==> src/rtl/button_request_latch.sv <==
// button_request_latch
//   Synchronises and debounces 30 raw pushbuttons (12 hall, 9 per car panel).
//   Each debounced rising edge sets a sticky pending-request bit. The bit is
//   held until the controller's served-clear pulse retires it.
//   Bit packing inside the block: [11:0] hall, [20:12] car 1, [29:21] car 2.
//   Optional build macro: CANCEL_EN. When defined, a press on an already
//   pending car-panel bit cancels that request. Hall bits stay set-only.
module button_request_latch #(
  parameter int CLK_PER_SAMPLE   = 2000000,
  parameter int DEBOUNCE_SAMPLES = 3
) (
  input  logic        clk,
  input  logic        reset,
  input  logic [11:0] rawFloorButton,
  input  logic [8:0]  rawInternalButton1,
  input  logic [8:0]  rawInternalButton2,
  input  logic [11:0] clrFloorButton,
  input  logic [8:0]  clrInternalButton1,
  input  logic [8:0]  clrInternalButton2,
  output logic [11:0] realFloorButton,
  output logic [8:0]  realInternalButton1,
  output logic [8:0]  realInternalButton2,
  output logic        anyRequest
);

  localparam int HALL_W = 12;
  localparam int NB     = 30;
  localparam int DS     = DEBOUNCE_SAMPLES;
  localparam int CW     = (CLK_PER_SAMPLE > 2) ? $clog2(CLK_PER_SAMPLE) : 1;

  logic [NB-1:0]         raw_w;
  logic [NB-1:0]         clr_w;
  logic [NB-1:0]         sync1_q;
  logic [NB-1:0]         sync2_q;
  logic [CW-1:0]         cnt_q;
  logic [CW-1:0]         cnt_d;
  logic                  tick_w;
  logic [NB-1:0][DS-1:0] shr_q;
  logic [NB-1:0][DS-1:0] shr_d;
  logic [NB-1:0]         level_q;
  logic [NB-1:0]         level_d;
  logic [NB-1:0]         level_dly_q;
  logic [NB-1:0]         press_w;
  logic [NB-1:0]         req_q;
  logic [NB-1:0]         req_d;
  logic                  any_q;

  assign raw_w = {rawInternalButton2, rawInternalButton1, rawFloorButton};
  assign clr_w = {clrInternalButton2, clrInternalButton1, clrFloorButton};

  // Two-flop synchroniser on every raw button bit.
  always_ff @(posedge clk or posedge reset) begin
    if (reset) begin
      sync1_q <= '0;
      sync2_q <= '0;
    end else begin
      sync1_q <= raw_w;
      sync2_q <= sync1_q;
    end
  end

  // Shared sample prescaler; tick marks the last count of each period.
  always_comb begin
    tick_w = (cnt_q == CW'(CLK_PER_SAMPLE - 1));
    cnt_d  = tick_w ? '0 : cnt_q + 1'b1;
  end

  always_ff @(posedge clk or posedge reset) begin
    if (reset) cnt_q <= '0;
    else       cnt_q <= cnt_d;
  end

  // Sample history shift and debounced level: changes only on a uniform history.
  always_comb begin
    shr_d   = shr_q;
    level_d = level_q;
    if (tick_w) begin
      for (int i = 0; i < NB; i++) begin
        shr_d[i] = {shr_q[i][DS-2:0], sync2_q[i]};
      end
    end
    for (int i = 0; i < NB; i++) begin
      if (&shr_d[i])       level_d[i] = 1'b1;
      else if (~|shr_d[i]) level_d[i] = 1'b0;
    end
  end

  always_ff @(posedge clk or posedge reset) begin
    if (reset) begin
      shr_q       <= '0;
      level_q     <= '0;
      level_dly_q <= '0;
    end else begin
      shr_q       <= shr_d;
      level_q     <= level_d;
      level_dly_q <= level_q;
    end
  end

  // A press is a rising edge of the debounced level; holding gives one event.
  assign press_w = level_q & ~level_dly_q;

  // Request next state: press beats clear, clear beats hold.
  always_comb begin
    req_d = '0;
    req_d[HALL_W-1:0] = press_w[HALL_W-1:0] |
                        (req_q[HALL_W-1:0] & ~clr_w[HALL_W-1:0]);
`ifdef CANCEL_EN
    // Car panels toggle: a press on a pending bit cancels it, even with a clear.
    req_d[NB-1:HALL_W] = (press_w[NB-1:HALL_W] & ~req_q[NB-1:HALL_W]) |
                         (~press_w[NB-1:HALL_W] & req_q[NB-1:HALL_W] &
                          ~clr_w[NB-1:HALL_W]);
`else
    req_d[NB-1:HALL_W] = press_w[NB-1:HALL_W] |
                         (req_q[NB-1:HALL_W] & ~clr_w[NB-1:HALL_W]);
`endif
  end

  // Pending-request registers and their registered summary.
  always_ff @(posedge clk or posedge reset) begin
    if (reset) begin
      req_q <= '0;
      any_q <= 1'b0;
    end else begin
      req_q <= req_d;
      any_q <= |req_d;
    end
  end

  assign realFloorButton     = req_q[11:0];
  assign realInternalButton1 = req_q[20:12];
  assign realInternalButton2 = req_q[29:21];
  assign anyRequest          = any_q;

endmodule

==> config.mk <==
export PLATFORM = sky130hd
export DESIGN_NAME = button_request_latch
export DESIGN_NICKNAME = d
export VERILOG_FILES = /design/src/rtl/button_request_latch.sv
export SDC_FILE = /design/constraint.sdc
export NUM_CORES = 1
export LEC_CHECK = 0
export CELL_PAD_IN_SITES_DETAIL_PLACEMENT = 1
export CELL_PAD_IN_SITES_GLOBAL_PLACEMENT = 2
export CORE_ASPECT_RATIO = 0.9
export CORE_MARGIN = 10
export CORE_UTILIZATION = 40
export CTS_CLUSTER_SIZE = 25
export DETAILED_ROUTE_END_ITERATION = 7
export GPL_TIMING_DRIVEN = 1
export PLACE_DENSITY = 0.8
export SYNTH_ARGS = -nofsm -noshare
export SYNTH_HDL_FRONTEND = slang
export SYNTH_SLANG_ARGS = --single-unit
==> constraint.sdc <==
create_clock -name clk -period 12.23 [get_ports clk]
set_input_delay 2.446 -clock clk [delete_from_list [all_inputs] [get_ports clk]]
set_output_delay 2.446 -clock clk [all_outputs]
set_load 0.05 [all_outputs]
[Word-level counts from Yosys, hierarchy flattened]
Index checks and enable logic that the tools add are counted.
Cells by class
  add/sub/neg operators: 1
  multiplexer cells: 62
  eq/ne operators: 31
  reductions and logical operators: 61
  bitwise logic cells: 8
Operators by type and width (number)
  2-to-1 mux 90 bit: 1
  AND reduction 3 bit: 30
  OR reduction 3 bit: 30
  2-to-1 mux 1 bit: 60
  inequality test 2 bit (second input constant): 30
  bitwise AND 30 bit: 1
  NOT 30 bit: 1
  OR reduction 30 bit: 1
  adder 21 x 1 -> 21 bit (second input constant): 1
  == test 21 bit (second input constant): 1
  2-to-1 mux 21 bit: 1
  bitwise AND 18 bit: 1
  NOT 18 bit: 1
  bitwise OR 18 bit: 1
  bitwise AND 12 bit: 1
  NOT 12 bit: 1
  bitwise OR 12 bit: 1
Word-level totals
  bits in registers: 262
  output and inout bits: 31
  input port bits: 62

[Longest topological paths before layout]
  depth in word-level cells: 5
  depth in mapped cells: 7
  gate-level depth less buffers: 5

[Worst setup path before layout]
No wires, ideal clock.
  kind: input port to flip-flop
  start point: in clrInternalButton1[2]
  end point: reg any_q, in the netlist anyRequest
  required time: 12.090 ns
  buffers on the path: 0
  slack: 9.075 ns
  library setup time: 0.140 ns
  arrival: 3.015 ns
  stages: 4
  path through: nand2b_1 o2111ai_1 nor4_1 nand4_1
Between the ends
  word-level cells in the longest chain between the ends: 4
Ends and longest elaborated chain
  start: declaration: line 18  | input logic [8:0] clrInternalButton1,
  NOT 18 bit: line 115  | (req_q[NB-1:HALL_W] & ~clr_w[NB-1:HALL_W]);
  bitwise AND 18 bit: line 115
  bitwise OR 18 bit: line 114  | req_d[NB-1:HALL_W] = press_w[NB-1:HALL_W] |
  OR reduction 30 bit: line 126  | any_q <= |req_d;
  end signal: assignment: line 126
  end: declaration: line 46  | logic any_q;
Every way passes these cells.
A chain may end at the register's enable or synchronous reset.

[Worst setup path after layout]
  start point: reg any_q, in the netlist anyRequest
  end point: out anyRequest
RTL lines
  end: declaration: line 23  | output logic anyRequest
No word-level cell between the ends.

==> run metrics <==
Final Hold Viols=0; Fill cells=2576; number of H-tree levels=1; r2r startpoint=cnt_q[9]; gr ovfl total=0; ys flop type=dfrtp_1; Starting Density=40.6%; worst endpoint required time=9.78 ns; CP Class=reg2out; total CTS buffers=28; setup tns final=0 ns; commonest non-fill, non-tap cell in the layout=dfrtp_1; vias per cell=5.10; min cycle time layout=4.22 ns; Skew-Pair Late Insertion Delay=0.54 ns; final worst slack=8.01 ns; DRC=0; Yosys reg bits=262; CTS tree=yes; average size of a mapped cell=13.1 um2; Core Rows=55; CP top delay family=buffers and inverters; Max-slew headroom=25.4%; vias in the first global route=6798; Sequential cell area=6560 um2; min-delay src=sync1_q[4]; Startpoint Class=register; R2R setup slack=9.22 ns; Sink Count=262; Final Non-Filler Cells=1239; Mapped Cells=774; Post-Syn Area=10200 um2; antenna violations before repair=0; number of flops mapped to enable cells by yosys=0; Die Span Y=171 um; Pleak=5.99 nW; area delta synth->final=22.2%; Critical-path top delay cell=clkdlybuf4s50_1; DRT iter0 DRCs=318; status=finished, final reports clean; Arr. time, crit path=1.77 ns; pre-CTS setup slack=7.85 ns; Final period util=34.5%; WHS Endpoint=sync2_q[4]; WL final=21000 um; Core Region=25000 um2; unrepaired setup endpoints after global routing=no; layout cell share with drive strength beyond 1=10.4%; Crit Reg-Reg Endpoint=shr_q[68]; dpl hpwl=13000 um; All-Layer GR Usage=13.0%; Final Max Slew Viols=0; post-CTS sizing=0; ANT nets after route=0; peak supply drop=0.0799 mV; Clock Skews=0.0177 ns; crit path cell chain=clkdlybuf4s50_1; peak per-stage delay on the critical path=0.83 ns; die area=32200 um2; wire length per cell=16.9 um; Cells after DPL=1187; antenna cells=0; first-pass GRT wire length=35200 um; root buf cell=clkbuf_16; via count=6313; asr flop ratio synth=100%; Unique masters post-synth=40; Top-Level Pins=93; multi-input gate area in the final layout=3250 um2; Pre-antenna DRT Iters=4; most frequent cells in the layout=262 x dfrtp_1, 92 x clkdlybuf4s50_1, 90 x mux2_1, 50 x inv_1, 50 x nand2_1; Syn Nets=837; Nets=938; max cap viols=0; Clock transition at path regs=0.06 ns; Final Setup Violations=0; synth top area cells=dfrtp_1 65%, mux2_1 10%, nand2b_1 2.6%; Port Buf Inserts=92; Yosys top cell area share=64.5%; yosys warns=0; largest net degree at the start of global routing=205; post-synth top area cell=dfrtp_1; P per Cell Area=147 nW/um2; CP Capture Type=output port; Reg2Reg Depth=5; fmax=237 MHz; die width=188 um; Seq/Total Area, Yosys=64.5%; Hold WC Path Type=reg2reg; Hold-fix buffers, CTS=0; worst-case clock buffer depth=3; worst-margin pin slew=1.12 ns; postcts setup bufs=0; worst-path fanout max=1; WHS Path Cells=0; Worst Path Buf+Inv=1; RD Place Congestion=0.730
-- synth_stat cells, types with 2 or more instances --
cell and n:
xor2_1 9, nand2b_1 42, a31oi_1 2, buf_6 9
o21ai_0 15, nand4_1 6, or3_1 2, dfrtp_1 262
buf_2 3, nor4_1 8, nand2_1 51, nor2_1 15
nor3_1 5, a32oi_1 28, mux2_1 90, or2_2 30
a21oi_1 31, o211ai_1 30, clkbuf_1 13, mux2i_1 2
nand4b_1 30, o2111ai_1 14, inv_1 51, o22ai_1 2
nand3_1 4, xnor2_1 6
-- registers in the layout, indices dropped and copies added, names as in the netlist --
signal and count:
level_dly_q 30, req_q 30, level_q 30, cnt_q 21, anyRequest 1, shr_q 90
sync2_q 30, sync1_q 30
-- stage by stage --
stage               hold slack [ns]  instance area [um2]  utilization [%]  power (mW)
floorplan                     0.331                10200                -       0.909
global placement              0.332                11400             45.5       0.936
detailed placement            0.336                11400             45.5       0.937
CTS                           0.347                12400             49.6        1.86
global route                  0.356                12400             49.6        1.90
finish                        0.345                12400             49.6        1.83
-- metal layers --
metal,vias to the layer above,wire [um],GRT usage [%]
li1,2955,-,-
met1,3229,9840,17.0
met2,95,9990,21.8
met3,34,764,2.55
met4,0,377,3.27
met5,-,0,0
-- layout make-up --
cell class	count	share of cell area [%]
Clock buffer	36	6.46
Clock inverter	16	1.75
Inverter	51	1.60
Multi-Input combinational cell	436	26.2
Sequential cell	262	52.8
Tap cell	342	3.45
Timing Repair Buffer	96	7.76
-- cells by family (layout without fill, tap and decap cells) --
family / count (synthesis) / in the layout / share of synthesized area, %
AO/OA/AOI/OAI: 124 / 124 / 8.51
XOR/XNOR: 15 / 15 / 1.29
adder cells (fa/ha/maj): 1 / 1 / 0.123
buffers and inverters: 76 / 199 / 3.51
flip-flops: 262 / 262 / 64.5
multiplexers: 92 / 92 / 10.2
AND/OR/NAND/NOR: 204 / 204 / 11.8
-- worst max path at each step --
| stage | from | endpoint | slack (ns) | cells after the start |
|---|---|---|---|---|
| 6_report | anyRequest | anyRequest | 8.01 | 1 |
| 5_1_grt | req_q[20] | realInternalButton1[8] | 7.95 | 1 |
| 4_1_cts | req_q[20] | realInternalButton1[8] | 7.97 | 1 |
| 3_5_place_dp | reset | level_q[10] | 7.85 | 3 |
| 3_3_place_gp | reset | req_q[8] | 7.84 | 3 |
| 2_1_floorplan | reset | anyRequest | 2.57 | 1 |
-- power breakdown --
group | internal, mW | switching (mW)
logic | 0.0184 | 0.0195
registers | 0.877 | 0.00467
clock network | 0.568 | 0.341
total | 1.46 | 0.365
Note: power is estimated with default switching activity, not from simulation.
